<file path="src/rtl/axi_slave_arbiter_pkg.sv">
// -----------------------------------------------------------------------------
// axi_arb_pkg
// Shared types and defaults for the AXI slave-side arbiter.
//   N_M_DEFAULT : default number of master ports competing for one slave
//   rd_state_t  : read-address channel FSM states
//   wr_state_t  : write-address/write-data FSM states
// -----------------------------------------------------------------------------
package axi_arb_pkg;

  localparam int N_M_DEFAULT = 6;

  typedef enum logic {
    R_IDLE = 1'b0,
    R_ADDR = 1'b1
  } rd_state_t;

  typedef enum logic [1:0] {
    W_IDLE = 2'd0,
    W_ADDR = 2'd1,
    W_DATA = 2'd2
  } wr_state_t;

endpackage

</file>
<file path="src/rtl/axi_slave_arbiter_if.sv">
// -----------------------------------------------------------------------------
// axi_slave_arbiter_if
// Bundles the per-master request vectors, slave ready inputs and the
// select / pop / valid outputs of the slave-side arbiter.
//   master modport : the arbiter view (drives selects, pops and valids)
//   slave  modport : the surrounding fabric view (drives requests, readies)
// Signal names keep their _i/_o suffixes as seen from the arbiter.
// -----------------------------------------------------------------------------
import axi_arb_pkg::*;

interface axi_slave_arbiter_if #(
  parameter int N_M = N_M_DEFAULT
) ();

  // Read address channel
  logic [N_M-1:0] ar_req_i;
  logic           s_arready_i;
  logic [N_M-1:0] ar_sel_o;
  logic [N_M-1:0] ar_pop_o;
  logic           s_arvalid_o;

  // Write address channel
  logic [N_M-1:0] aw_req_i;
  logic           s_awready_i;
  logic [N_M-1:0] aw_sel_o;
  logic [N_M-1:0] aw_pop_o;
  logic           s_awvalid_o;

  // Write data channel
  logic [N_M-1:0] w_req_i;
  logic           w_last_i;
  logic           s_wready_i;
  logic [N_M-1:0] w_sel_o;
  logic [N_M-1:0] w_pop_o;
  logic           s_wvalid_o;

  modport master (
    input  ar_req_i, s_arready_i,
    output ar_sel_o, ar_pop_o, s_arvalid_o,
    input  aw_req_i, s_awready_i,
    output aw_sel_o, aw_pop_o, s_awvalid_o,
    input  w_req_i, w_last_i, s_wready_i,
    output w_sel_o, w_pop_o, s_wvalid_o
  );

  modport slave (
    output ar_req_i, s_arready_i,
    input  ar_sel_o, ar_pop_o, s_arvalid_o,
    output aw_req_i, s_awready_i,
    input  aw_sel_o, aw_pop_o, s_awvalid_o,
    output w_req_i, w_last_i, s_wready_i,
    input  w_sel_o, w_pop_o, s_wvalid_o
  );

endinterface

</file>
<file path="src/rtl/axi_slave_arbiter_rr_pick.sv">
// -----------------------------------------------------------------------------
// rr_pick
// Combinational round-robin picker: the winner is the lowest set request
// index at or above ptr_i, wrapping to the lowest set index overall.
//   req_i      : request vector
//   ptr_i      : current round-robin pointer (index)
//   grant_o    : one-hot winner (zero when no request)
//   next_ptr_o : winner index + 1, modulo N (zero when no request)
// -----------------------------------------------------------------------------
module rr_pick #(
  parameter int N  = 6,
  parameter int PW = 3
) (
  input  logic [N-1:0]  req_i,
  input  logic [PW-1:0] ptr_i,
  output logic [N-1:0]  grant_o,
  output logic [PW-1:0] next_ptr_o
);

  logic [N-1:0]  hi_mask;
  logic [N-1:0]  hi_req;
  logic [N-1:0]  pick_src;
  logic [PW-1:0] nptr_acc [0:N];

  for (genvar gi = 0; gi < N; gi++) begin : g_mask
    assign hi_mask[gi] = (PW'(gi) >= ptr_i);
  end

  // Requests at/above the pointer have priority; fall back to the full
  // vector when none exist (this is the wrap-around).
  assign hi_req   = req_i & hi_mask;
  assign pick_src = (|hi_req) ? hi_req : req_i;
  // Isolate the lowest set bit.
  assign grant_o  = pick_src & (~pick_src + N'(1));

  // One-hot to "index + 1 mod N" as an OR chain over the grant bits.
  assign nptr_acc[0] = '0;
  for (genvar gi = 0; gi < N; gi++) begin : g_nptr
    assign nptr_acc[gi+1] = nptr_acc[gi] | (grant_o[gi] ? PW'((gi + 1) % N) : '0);
  end
  assign next_ptr_o = nptr_acc[N];

endmodule

</file>
<file path="src/rtl/axi_slave_arbiter.sv">
// -----------------------------------------------------------------------------
// axi_slave_arbiter
// Slave-side arbiter for N_M AXI masters. The read-address channel and the
// write path (address + data burst) each run their own round-robin FSM.
//   AXI_CLK_i : clock
//   AXI_RST_i : asynchronous, active-high reset
//   bus       : axi_slave_arbiter_if.master
//     ar_req_i / s_arready_i  -> ar_sel_o, ar_pop_o, s_arvalid_o
//     aw_req_i / s_awready_i  -> aw_sel_o, aw_pop_o, s_awvalid_o
//     w_req_i, w_last_i, s_wready_i -> w_sel_o, w_pop_o, s_wvalid_o
// Selects are registered; valids and pops are combinational from the
// registered select and the live request/ready inputs.
// -----------------------------------------------------------------------------
import axi_arb_pkg::*;

module axi_slave_arbiter #(
  parameter int N_M = N_M_DEFAULT
) (
  input  logic              AXI_CLK_i,
  input  logic              AXI_RST_i,
  axi_slave_arbiter_if.master bus
);

  localparam int PW = (N_M > 1) ? $clog2(N_M) : 1;

  // ---------------------------------------------------------------------------
  // Read address channel
  // ---------------------------------------------------------------------------
  rd_state_t      rd_state_q;
  logic [N_M-1:0] ar_sel_q;
  logic [PW-1:0]  ar_ptr_q;
  logic [PW-1:0]  ar_nptr_q;   // winner+1 captured at grant, applied at handshake
  logic [N_M-1:0] ar_grant;
  logic [PW-1:0]  ar_grant_nptr;
  logic           ar_valid;
  logic           ar_hs;

  rr_pick #(.N(N_M), .PW(PW)) u_ar_pick (
    .req_i      (bus.ar_req_i),
    .ptr_i      (ar_ptr_q),
    .grant_o    (ar_grant),
    .next_ptr_o (ar_grant_nptr)
  );

  // A dropped request only lowers valid; the grant itself is held.
  assign ar_valid        = (rd_state_q == R_ADDR) && (|(bus.ar_req_i & ar_sel_q));
  assign ar_hs           = ar_valid && bus.s_arready_i;
  assign bus.ar_sel_o    = ar_sel_q;
  assign bus.s_arvalid_o = ar_valid;
  assign bus.ar_pop_o    = ar_sel_q & {N_M{ar_hs}};

  always_ff @(posedge AXI_CLK_i or posedge AXI_RST_i) begin
    if (AXI_RST_i) begin
      rd_state_q <= R_IDLE;
      ar_sel_q   <= '0;
      ar_ptr_q   <= '0;
      ar_nptr_q  <= '0;
    end else begin
      case (rd_state_q)
        R_IDLE: begin
          if (|bus.ar_req_i) begin
            ar_sel_q   <= ar_grant;
            ar_nptr_q  <= ar_grant_nptr;
            rd_state_q <= R_ADDR;
          end
        end
        R_ADDR: begin
          if (ar_hs) begin
            ar_sel_q   <= '0;
            ar_ptr_q   <= ar_nptr_q;
            rd_state_q <= R_IDLE;
          end
        end
        default: begin
          ar_sel_q   <= '0;
          rd_state_q <= R_IDLE;
        end
      endcase
    end
  end

  // ---------------------------------------------------------------------------
  // Write address + data: only one burst in flight, so no AW arbitration
  // happens until the W_DATA phase has seen its WLAST beat.
  // ---------------------------------------------------------------------------
  wr_state_t      wr_state_q;
  logic [N_M-1:0] aw_sel_q;
  logic [N_M-1:0] w_sel_q;
  logic [PW-1:0]  aw_ptr_q;
  logic [PW-1:0]  aw_nptr_q;
  logic [N_M-1:0] aw_grant;
  logic [PW-1:0]  aw_grant_nptr;
  logic           aw_valid;
  logic           aw_hs;
  logic           w_valid;
  logic           w_hs;

  rr_pick #(.N(N_M), .PW(PW)) u_aw_pick (
    .req_i      (bus.aw_req_i),
    .ptr_i      (aw_ptr_q),
    .grant_o    (aw_grant),
    .next_ptr_o (aw_grant_nptr)
  );

  assign aw_valid        = (wr_state_q == W_ADDR) && (|(bus.aw_req_i & aw_sel_q));
  assign aw_hs           = aw_valid && bus.s_awready_i;
  assign bus.aw_sel_o    = aw_sel_q;
  assign bus.s_awvalid_o = aw_valid;
  assign bus.aw_pop_o    = aw_sel_q & {N_M{aw_hs}};

  // Data from a master is only forwarded once its address has been accepted.
  assign w_valid         = (wr_state_q == W_DATA) && (|(bus.w_req_i & w_sel_q));
  assign w_hs            = w_valid && bus.s_wready_i;
  assign bus.w_sel_o     = w_sel_q;
  assign bus.s_wvalid_o  = w_valid;
  assign bus.w_pop_o     = w_sel_q & {N_M{w_hs}};

  always_ff @(posedge AXI_CLK_i or posedge AXI_RST_i) begin
    if (AXI_RST_i) begin
      wr_state_q <= W_IDLE;
      aw_sel_q   <= '0;
      w_sel_q    <= '0;
      aw_ptr_q   <= '0;
      aw_nptr_q  <= '0;
    end else begin
      case (wr_state_q)
        W_IDLE: begin
          if (|bus.aw_req_i) begin
            aw_sel_q   <= aw_grant;
            aw_nptr_q  <= aw_grant_nptr;
            wr_state_q <= W_ADDR;
          end
        end
        W_ADDR: begin
          if (aw_hs) begin
            w_sel_q    <= aw_sel_q;   // data phase follows the address owner
            aw_sel_q   <= '0;
            aw_ptr_q   <= aw_nptr_q;
            wr_state_q <= W_DATA;
          end
        end
        W_DATA: begin
          if (w_hs && bus.w_last_i) begin
            w_sel_q    <= '0;
            wr_state_q <= W_IDLE;
          end
        end
        default: begin
          aw_sel_q   <= '0;
          w_sel_q    <= '0;
          wr_state_q <= W_IDLE;
        end
      endcase
    end
  end

endmodule

</file>
<file path="src/flat_wrapper.sv">
// flat-port wrapper written by rule: the top's interface ports become plain ports
module axi_slave_arbiter_flat 
#(
  parameter int N_M = N_M_DEFAULT
)
  (AXI_CLK_i, AXI_RST_i, bus_ar_req_i, bus_s_arready_i, bus_ar_sel_o, bus_ar_pop_o, bus_s_arvalid_o, bus_aw_req_i, bus_s_awready_i, bus_aw_sel_o, bus_aw_pop_o, bus_s_awvalid_o, bus_w_req_i, bus_w_last_i, bus_s_wready_i, bus_w_sel_o, bus_w_pop_o, bus_s_wvalid_o);
  axi_slave_arbiter_if #(.N_M(N_M)) bus_i ();
  input  logic AXI_CLK_i;
  input  logic AXI_RST_i;
  input wire logic [$bits(bus_i.ar_req_i)-1:0] bus_ar_req_i;
  input wire logic [$bits(bus_i.s_arready_i)-1:0] bus_s_arready_i;
  output wire logic [$bits(bus_i.ar_sel_o)-1:0] bus_ar_sel_o;
  output wire logic [$bits(bus_i.ar_pop_o)-1:0] bus_ar_pop_o;
  output wire logic [$bits(bus_i.s_arvalid_o)-1:0] bus_s_arvalid_o;
  input wire logic [$bits(bus_i.aw_req_i)-1:0] bus_aw_req_i;
  input wire logic [$bits(bus_i.s_awready_i)-1:0] bus_s_awready_i;
  output wire logic [$bits(bus_i.aw_sel_o)-1:0] bus_aw_sel_o;
  output wire logic [$bits(bus_i.aw_pop_o)-1:0] bus_aw_pop_o;
  output wire logic [$bits(bus_i.s_awvalid_o)-1:0] bus_s_awvalid_o;
  input wire logic [$bits(bus_i.w_req_i)-1:0] bus_w_req_i;
  input wire logic [$bits(bus_i.w_last_i)-1:0] bus_w_last_i;
  input wire logic [$bits(bus_i.s_wready_i)-1:0] bus_s_wready_i;
  output wire logic [$bits(bus_i.w_sel_o)-1:0] bus_w_sel_o;
  output wire logic [$bits(bus_i.w_pop_o)-1:0] bus_w_pop_o;
  output wire logic [$bits(bus_i.s_wvalid_o)-1:0] bus_s_wvalid_o;
  assign bus_i.ar_req_i = bus_ar_req_i;
  assign bus_i.s_arready_i = bus_s_arready_i;
  assign bus_ar_sel_o = bus_i.ar_sel_o;
  assign bus_ar_pop_o = bus_i.ar_pop_o;
  assign bus_s_arvalid_o = bus_i.s_arvalid_o;
  assign bus_i.aw_req_i = bus_aw_req_i;
  assign bus_i.s_awready_i = bus_s_awready_i;
  assign bus_aw_sel_o = bus_i.aw_sel_o;
  assign bus_aw_pop_o = bus_i.aw_pop_o;
  assign bus_s_awvalid_o = bus_i.s_awvalid_o;
  assign bus_i.w_req_i = bus_w_req_i;
  assign bus_i.w_last_i = bus_w_last_i;
  assign bus_i.s_wready_i = bus_s_wready_i;
  assign bus_w_sel_o = bus_i.w_sel_o;
  assign bus_w_pop_o = bus_i.w_pop_o;
  assign bus_s_wvalid_o = bus_i.s_wvalid_o;
  axi_slave_arbiter #(.N_M(N_M)) u_core (.AXI_CLK_i(AXI_CLK_i), .AXI_RST_i(AXI_RST_i), .bus(bus_i));
endmodule
</file>
<file path="config.mk">
export PLATFORM = sky130hd
export DESIGN_NAME = axi_slave_arbiter_flat
export DESIGN_NICKNAME = d
export VERILOG_FILES = /design/src/rtl/axi_slave_arbiter_pkg.sv /design/src/rtl/axi_slave_arbiter_if.sv /design/src/rtl/axi_slave_arbiter_rr_pick.sv /design/src/rtl/axi_slave_arbiter.sv /design/src/flat_wrapper.sv
export SDC_FILE = /design/constraint.sdc
export NUM_CORES = 1
export LEC_CHECK = 0
export BUFFER_PORTS_ARGS = -buffer_cell sky130_fd_sc_hd__buf_2
export CAP_MARGIN = 20
export CORE_ASPECT_RATIO = 0.75
export CORE_MARGIN = 10
export CORE_UTILIZATION = 41
export DETAILED_ROUTE_END_ITERATION = 10
export GPL_TIMING_DRIVEN = 0
export PLACE_DENSITY = 0.67
export SYNTH_ARGS = -nofsm -noshare
export SYNTH_HDL_FRONTEND = slang
export SYNTH_SLANG_ARGS = --single-unit
</file>
<file path="constraint.sdc">
create_clock -name AXI_CLK_i -period 4.27 [get_ports AXI_CLK_i]
set_input_delay 0.854 -clock AXI_CLK_i [delete_from_list [all_inputs] [get_ports AXI_CLK_i]]
set_output_delay 0.854 -clock AXI_CLK_i [all_outputs]
set_load 0.02 [all_outputs]
</file>
==> results of run 1 <==
[layer usage]
| metal | global-route usage [%] | up-vias |
|---|---|---|
| met3 | 5.30 | 5 |
| met2 | 19.0 | 62 |
| met1 | 20.2 | 909 |
| li1 | - | 950 |
| met4 | 3.38 | 0 |
| met5 | 0 | - |
[layout by cell type, fill, tap and decap left out, types with 4 or more instances in the layout]
master / count
dfrtp_1: 33
o21ai_1: 5
a21o_1: 7
nor3_1: 5
a31oi_1: 5
a21oi_1: 6
nand2b_1: 5
clkbuf_1: 4
inv_1: 4
mux2_2: 5
o21ai_0: 13
and3_1: 8
o211ai_1: 4
and2_1: 17
o2bb2ai_1: 4
nand3_1: 8
clkbuf_8: 5
nor2b_1: 10
nor2_1: 14
buf_2: 62
nand2_1: 19
a22oi_1: 10
[final timing paths]
check                               startpoint                endpoint
min                        u_core.aw_nptr_q[2]      u_core.aw_ptr_q[2]
min in group asynchronous            AXI_RST_i     u_core.aw_nptr_q[0]
min reg2reg                u_core.aw_nptr_q[2]      u_core.aw_ptr_q[2]
max in group asynchronous            AXI_RST_i  u_core.bus.ar_sel_o[4]
max                            bus_ar_req_i[5]         bus_ar_pop_o[1]
max reg2reg                 u_core.ar_ptr_q[1]  u_core.bus.ar_sel_o[3]
[Yosys cell counts (2+ instances only)]
cell / count / area, sq um
o22ai_1: 3 / 18.8
nor2b_1: 10 / 62.6
nor2_1: 14 / 52.6
nor3_1: 5 / 25.0
inv_1: 4 / 15.0
a21bo_2: 2 / 20.0
a21oi_1: 6 / 30.0
o21bai_1: 3 / 22.5
a21o_1: 7 / 52.6
dfrtp_1: 33 / 826
o31a_1: 2 / 17.5
or2_2: 2 / 12.5
o21ai_0: 13 / 65.1
nand2b_1: 5 / 31.3
nand3b_1: 2 / 15.0
clkbuf_1: 4 / 15.0
and3_1: 8 / 50.1
o211ai_1: 4 / 30.0
o21ai_1: 5 / 25.0
and2_1: 17 / 106
nand2_1: 19 / 71.3
mux2_2: 5 / 56.3
nand3_1: 8 / 40.0
o2bb2ai_1: 4 / 35.0
o31ai_1: 2 / 15.0
a31oi_1: 5 / 31.3
a22oi_1: 10 / 75.1
[worst max-delay path: stages]
cell      delay, ps
clkbuf_1        290
a22oi_1         140
nand3_1         110
and3_1          220
clkbuf_1        430
and2_1          200
buf_2           160
[logic make-up after synthesis]
family | count (synthesis) | synth area share [%]
simple gates | 96 | 26.1
compound gates | 76 | 27.6
mux | 5 | 2.84
flops | 33 | 41.7
buf+inv | 9 | 1.77
[sequential cells by signal, indices dropped and copies added (netlist names)]
name                 count
u_core.rd_state_q        1
u_core.ar_ptr_q          3
u_core.aw_nptr_q         3
u_core.bus.w_sel_o       6
u_core.wr_state_q        2
u_core.ar_nptr_q         3
u_core.aw_ptr_q          3
u_core.bus.aw_sel_o      6
u_core.bus.ar_sel_o      6
[through the flow]
stage | std cells | utilization [%] | cell area, sq um | setup slack [ps] | hold slack, ps
after floorplan | 219 | - | 1980 | 1440 | 448
after global placement | 337 | 51.5 | 2360 | 1020 | 480
after detailed placement | 338 | 52.1 | 2380 | 993 | 492
after CTS | 344 | 53.7 | 2460 | 989 | 508
after global routing | 344 | 53.7 | 2460 | 798 | 531
final | 344 | 53.7 | 2460 | 1010 | 501
[power by group through the flow]
stage          logic (mW)  clock network, mW  registers [mW]
2_1_floorplan       0.523                  0           0.596
3_3_place_gp        0.802                  0           0.561
3_5_place_dp        0.812                  0           0.564
4_1_cts             0.816              0.217           0.559
5_1_grt             0.909              0.229           0.582
6_report            0.812              0.209           0.561
[cell type report]
cell class              count  area (sq um)
plain buffers               5          20.0
clock buffers               5          68.8
clock inverters             1          5.00
fillers                   453          2110
inverters                   4          15.0
multi-input cells         177          1120
flip-flops and latches     33           826
well taps                  57          71.3
repair buffers             62           333
==> impl_metrics.yaml, run 1 <==
outcome:
  status: "completed"
global_route:
  grt_use_total_pct: 14.0
  antenna_found_initial: 0
  overflow: 0
  grt_start_max_net_pins: 25
  grt_pass1_vias: 1881
  grt_pass1_wl_microns: 9390
floorplan:
  rows: 21
  core-area_sq_um: 4570
  ios: 63
  fp.dieW_microns: 100
  start_util_pct: 43.3
  die_h_microns: 80.2
  die_area_sq_um: 8040
timing:
  max_freq_mhz: 307
  fin_crit_sh_pct: 76.3
  maxSlewViolCount: 0
  hold_violations: 0
  fin_setup_tns_ps: 0
  fin_skew_ps: 4.09
  finalSetupViolations: 0
  worst_pin_slew_ps: 512
  min_period_ps: 3260
  max_slew_margin_pct: 65.9
  rsz0062_at_grt: "false"
power:
  clkPwrFrac_pct: 13.2
  combPwrFrac_pct: 51.3
  internal_power_mw: 0.869
  swShare_pct: 45.1
  p_leak_nw: 1.26
  power_mw: 1.58
  p_per_area_nw_per_um2: 644
  power.switching_mw: 0.713
  peakVddDrop_uv: 459
  seqPwrFrac_pct: 35.5
setup_path:
  cp.required_ps: 3420
  r2r.worst_path.cells: 6
  worstPathArrival_ps: 2410
  start_kind: "input port"
  critPathKind: "in -> out"
  path_max_fanout: 10
  r2r_setup_slack_ps: 2320
  endpoint_kind: "output pin"
cts:
  cts_setup_buffers: 0
  cts-htree-levels: 2
  clkLatencyLatePin_ps: 280
  ctsLongestPathBuffers: 2
  clock-root-buffer: "clkbuf_8"
  cts.sinks: 33
  path_clk_slew_ps: 60
  hold_buffers: 0
  ctsResizeCount: 0
  cts_buffers: 5
  cts_tree: "built"
placed_design:
  place.port_buffers: 61
  hpwl_microns: 4560
  gp_congestion: 0.861
synthesis:
  ys_seq_area_share_pct: 41.7
  yosysUniqueCellTypes: 44
  ys_ff_latch: 33
  synth_edf_count: 0
  ys_warn_count: 0
  syn_nets: 243
  synth_async_sr_flop_share_pct: 100
  syn-cell-area_sq_um: 1980
  syn_area_per_cell_sq_um: 9.04
  synth_cells: 219
  synth_flop_cell: "dfrtp_1"
route:
  routed_via_density: 5.60
  wl_met1_microns: 2860
  wl_met3_microns: 500
  wire_per_inst_microns: 16.5
  ant_nets: 0
  finalWirelength_microns: 5690
  drt_iter0_drc: 161
  vias: 1926
  highest_layer: "met4"
  drc_errors: 0
  wl_met2_microns: 2290
  dr.pass1.iters: 4
job:
  cap_violations: 0
worst_hold_path:
  hold_class: "reg -> reg"
  hold_path_depth: 2
finish:
  syn_to_final_growth_pct: 24.1
  num_antenna_cells: 0
  nets: 312
  layout-drive-gt1-share_pct: 28.2
(Power assumes the default switching activity.)
==> run 2, diff against run 1 <==
Settings changed: PLACE_DENSITY 0.67 to 0.69.
Clock period 4.27 ns to 2.65 ns, I/O delays scaled along.
==> impl_metrics.yaml, run 2 (synthesis gave the netlist of run 1 again) <==
route:
  highest_layer: "met4"
  vias: 1937
  wl_met3_microns: 578
  wl_met1_microns: 2730
  finalWirelength_microns: 5490
  drc_errors: 0
  ant_nets: 0
  wl_met2_microns: 2160
  drt_iter0_drc: 148
  dr.pass1.iters: 4
  wire_per_inst_microns: 15.9
  routed_via_density: 5.60
timing:
  max_freq_mhz: 409
  fin_crit_sh_pct: 92.2
  finalSetupViolations: 0
  min_period_ps: 2440
  rsz0062_at_grt: "false"
  maxSlewViolCount: 0
  worst_pin_slew_ps: 480
  fin_setup_tns_ps: 0
  fin_skew_ps: 6.23
  hold_violations: 0
  max_slew_margin_pct: 67.6
  timing.final.ws_setup_ps: 207
floorplan:
  fp.dieW_microns: 100
  start_util_pct: 43.3
  die_area_sq_um: 8040
  die_h_microns: 80.2
  rows: 21
  core-area_sq_um: 4570
  ios: 63
cts:
  cts.sinks: 33
  clkLatencyLatePin_ps: 280
  path_clk_slew_ps: 60
  clock-root-buffer: "clkbuf_8"
  cts-htree-levels: 2
  cts_setup_buffers: 0
  cts_tree: "built"
  ctsLongestPathBuffers: 2
  cts_buffers: 5
setup_path:
  endpoint_kind: "output pin"
  critPathKind: "reg -> out"
  slowest_stage: "dfrtp_1"
  start_kind: "register"
  path_max_fanout: 10
  crit_top_cell: "buf_2"
  cp_slowest_stage_delay_ps: 430
  path_cells: "a22oi_1 -> nand3_1 -> and4b_1 -> buf_2 -> and2_1 -> buf_2"
  worstPathArrival_ps: 1910
  cp.required_ps: 2120
  critPathTopFamily: "simple AND/OR/NAND/NOR gates"
  path_buf_inv: 2
job:
  cap_violations: 0
global_route:
  grt_pass1_wl_microns: 9180
  grt_pass1_vias: 1858
  grt_use_total_pct: 13.6
  antenna_found_initial: 0
  grt_start_max_net_pins: 25
  overflow: 0
finish:
  nets: 312
  final_cell_mix: "62 x buf_2, 33 x dfrtp_1, 19 x nand2_1"
  syn_to_final_growth_pct: 24.7
  mostFrequentLayoutCell: "buf_2"
  num_antenna_cells: 0
  seq_area_sq_um: 826
  multi_input_area_sq_um: 1120
  layout-drive-gt1-share_pct: 28.7
  fillers: 453
placed_design:
  dp_slack_ps: 21.8
  gp_congestion: 0.913
  hpwl_microns: 4400
  place.port_buffers: 61
power:
  p_per_area_nw_per_um2: 1040
  peakVddDrop_uv: 638
  p_leak_nw: 1.27
  power_mw: 2.56
worst_hold_path:
  hold_class: "in -> async"
outcome:
  status: "completed"
## run 2: cell count changes in the layout (fill, tap and decap cells not counted), sizes merged
cell / delta
clkbuf: +1
clkinv: +1
## run 2: what timing repair did
action,CTS,global route
hold buffers,0,0
setup endpoints to repair,0,6
resized for setup,0,2
## run 2: report_power, final
part / total, mW / switching (mW) / internal (mW) / leakage [nW]
clock: 0.352 / 0.170 / 0.182 / 0.0450
sequential: 0.905 / 0.206 / 0.699 / 0.430
combinational: 1.30 / 0.768 / 0.531 / 0.794
total: 2.56 / 1.14 / 1.41 / 1.27
## run 2: per-layer routing
layer | vias up | GRT usage [%]
met5 | - | 0
met2 | 83 | 19.0
met1 | 895 | 19.7
met4 | 0 | 2.96
met3 | 2 | 4.45
li1 | 957 | -
## run 2: worst paths after layout
kind | start | to | slack (ps) | cells past startpoint
max | u_core.bus.aw_sel_o[4] | bus_aw_pop_o[4] | 210 | 6
min | AXI_RST_i | u_core.ar_nptr_q[1] | 250 | 2
max reg2reg | u_core.ar_ptr_q[2] | u_core.bus.ar_sel_o[3] | 660 | 6
min reg2reg | u_core.aw_nptr_q[2] | u_core.aw_nptr_q[2] | 500 | 2
max in group asynchronous | AXI_RST_i | u_core.bus.w_sel_o[5] | 1950 | 3
min in group AXI_CLK_i | u_core.aw_nptr_q[2] | u_core.aw_nptr_q[2] | 500 | 2
## run 2: final cells by class
| type | instances | area share (%) |
|---|---|---|
| tap | 57 | 2.89 |
| clock inverter | 2 | 0.406 |
| sequential | 33 | 33.5 |
| inverter | 4 | 0.609 |
| timing repair buffer | 62 | 13.5 |
| clock buffer | 6 | 2.94 |
| buffer | 5 | 0.862 |
| multi-input combinational | 177 | 45.3 |
## run 2: metrics by stage
stage / util (%) / hold WS, ps / std cells / instance area (sq um)
after floorplan: - / 448 / 219 / 1980
after global placement: 51.5 / 480 / 337 / 2360
after detailed placement: 52.1 / 476 / 338 / 2380
after CTS: 53.9 / 255 / 346 / 2470
after global routing: 54.0 / 267 / 346 / 2470
final: 54.0 / 246 / 346 / 2470
==> run 3, diff against run 2 <==
Settings changed: RECOVER_POWER set to 25.
==> impl_metrics.yaml, run 3 (synthesis gave the netlist of run 1 again) <==
outcome:
  status: "completed"
floorplan:
  die_area_sq_um: 8040
  start_util_pct: 43.3
  fp.dieW_microns: 100
  ios: 63
  rows: 21
  core-area_sq_um: 4570
  die_h_microns: 80.2
setup_path:
  reg2reg_from: "u_core.ar_ptr_q[2]"
  r2r.worst_path.cells: 6
  cp.required_ps: 2120
  start_kind: "register"
  endpoint_kind: "output pin"
  worstPathArrival_ps: 1910
  crit_start: "u_core.bus.aw_sel_o[4]"
  critPathKind: "reg -> out"
  path_max_fanout: 10
cts:
  clkLatencyLatePin_ps: 280
  cts_buffers: 5
  ctsLongestPathBuffers: 2
  hold_buffers: 0
  cts.sinks: 33
  ctsResizeCount: 0
  cts-htree-levels: 2
  cts_setup_buffers: 0
  path_clk_slew_ps: 60
  cts_tree: "built"
  clock-root-buffer: "clkbuf_8"
finish:
  nets: 312
  final_cell_mix: "62 x buf_2, 33 x dfrtp_1, 19 x nand2_1"
  mostFrequentLayoutCell: "buf_2"
  layout-drive-gt1-share_pct: 28.4
  syn_to_final_growth_pct: 23.5
  num_antenna_cells: 0
power:
  power_mw: 2.55
  p_per_area_nw_per_um2: 1040
  p_leak_nw: 1.26
  peakVddDrop_uv: 636
global_route:
  grt_pass1_vias: 1858
  grt_use_total_pct: 13.6
  grt_pass1_wl_microns: 9180
  antenna_found_initial: 0
  overflow: 0
  grt_start_max_net_pins: 25
route:
  dr.pass1.iters: 4
  vias: 1947
  routed_via_density: 5.63
  drt_iter0_drc: 151
  ant_nets: 0
  wire_per_inst_microns: 15.9
  finalWirelength_microns: 5490
  drc_errors: 0
timing:
  max_slew_margin_pct: 16.9
  max_freq_mhz: 410
  rsz0062_at_grt: "false"
  maxSlewViolCount: 0
  fin_skew_ps: 6.24
  hold_violations: 0
  min_period_ps: 2440
  finalSetupViolations: 0
  fin_crit_sh_pct: 92.0
  fin_setup_tns_ps: 0
  worst_pin_slew_ps: 1250
job:
  cap_violations: 0
placed_design:
  place.port_buffers: 61
  gp_congestion: 0.913
  hpwl_microns: 4400
worst_hold_path:
  hold_class: "in -> async"
-- run 3: changes by cell type in the layout (fill, tap and decap cells not counted), sizes merged --
| cell | change |
|---|---|
| buf | -1 |
| clkbuf | +1 |
-- run 3: power breakdown --
| group | internal [mW] | switching [mW] | total (mW) |
|---|---|---|---|
| Combinational | 0.527 | 0.770 | 1.30 |
| Clock | 0.182 | 0.170 | 0.351 |
| Sequential | 0.699 | 0.206 | 0.905 |
| Total | 1.41 | 1.15 | 2.55 |
-- run 3: critical path, stage by stage, from the launching register on --
cell	delay, ps
dfrtp_1	430
a22oi_1	190
nand3_1	170
and4b_1	290
buf_2	190
and2_1	190
buf_2	160
-- run 3: metrics by stage --
stage,area [sq um],utilization [%],cells,setup slack [ps],hold WS [ps]
2_1_floorplan,1980,-,219,470,448
3_3_place_gp,2360,51.5,337,54.3,480
5_1_grt,2440,53.4,346,51.8,225
4_1_cts,2470,53.9,346,8.55,255
6_report,2440,53.4,346,212,204
3_5_place_dp,2380,52.1,338,21.8,476
-- run 3: final timing paths --
path	slack, ps	endpoint
max	210	bus_aw_pop_o[4]
max reg2reg	660	u_core.bus.ar_sel_o[3]
max in group asynchronous	990	u_core.bus.w_sel_o[5]
min in group AXI_CLK_i	500	u_core.aw_nptr_q[2]
min reg2reg	500	u_core.aw_nptr_q[2]
min	200	u_core.ar_nptr_q[1]
-- run 3: final cells by class --
| class | count | area, sq um |
|---|---|---|
| plain buffers | 5 | 21.3 |
| clock buffers | 6 | 72.6 |
| clock inverters | 2 | 10.0 |
| fillers | 455 | 2130 |
| inverters | 4 | 15.0 |
| multi-input cells | 177 | 1120 |
| flip-flops and latches | 33 | 826 |
| well taps | 57 | 71.3 |
| repair buffers | 62 | 309 |
-- run 3: metal layers --
metal,track usage (%),part of all wire [%],vias up
met5,0,0,-
met4,2.96,0.29,0
met3,4.45,11,2
met2,19.0,39,88
met1,19.7,50,900
li1,-,-,957
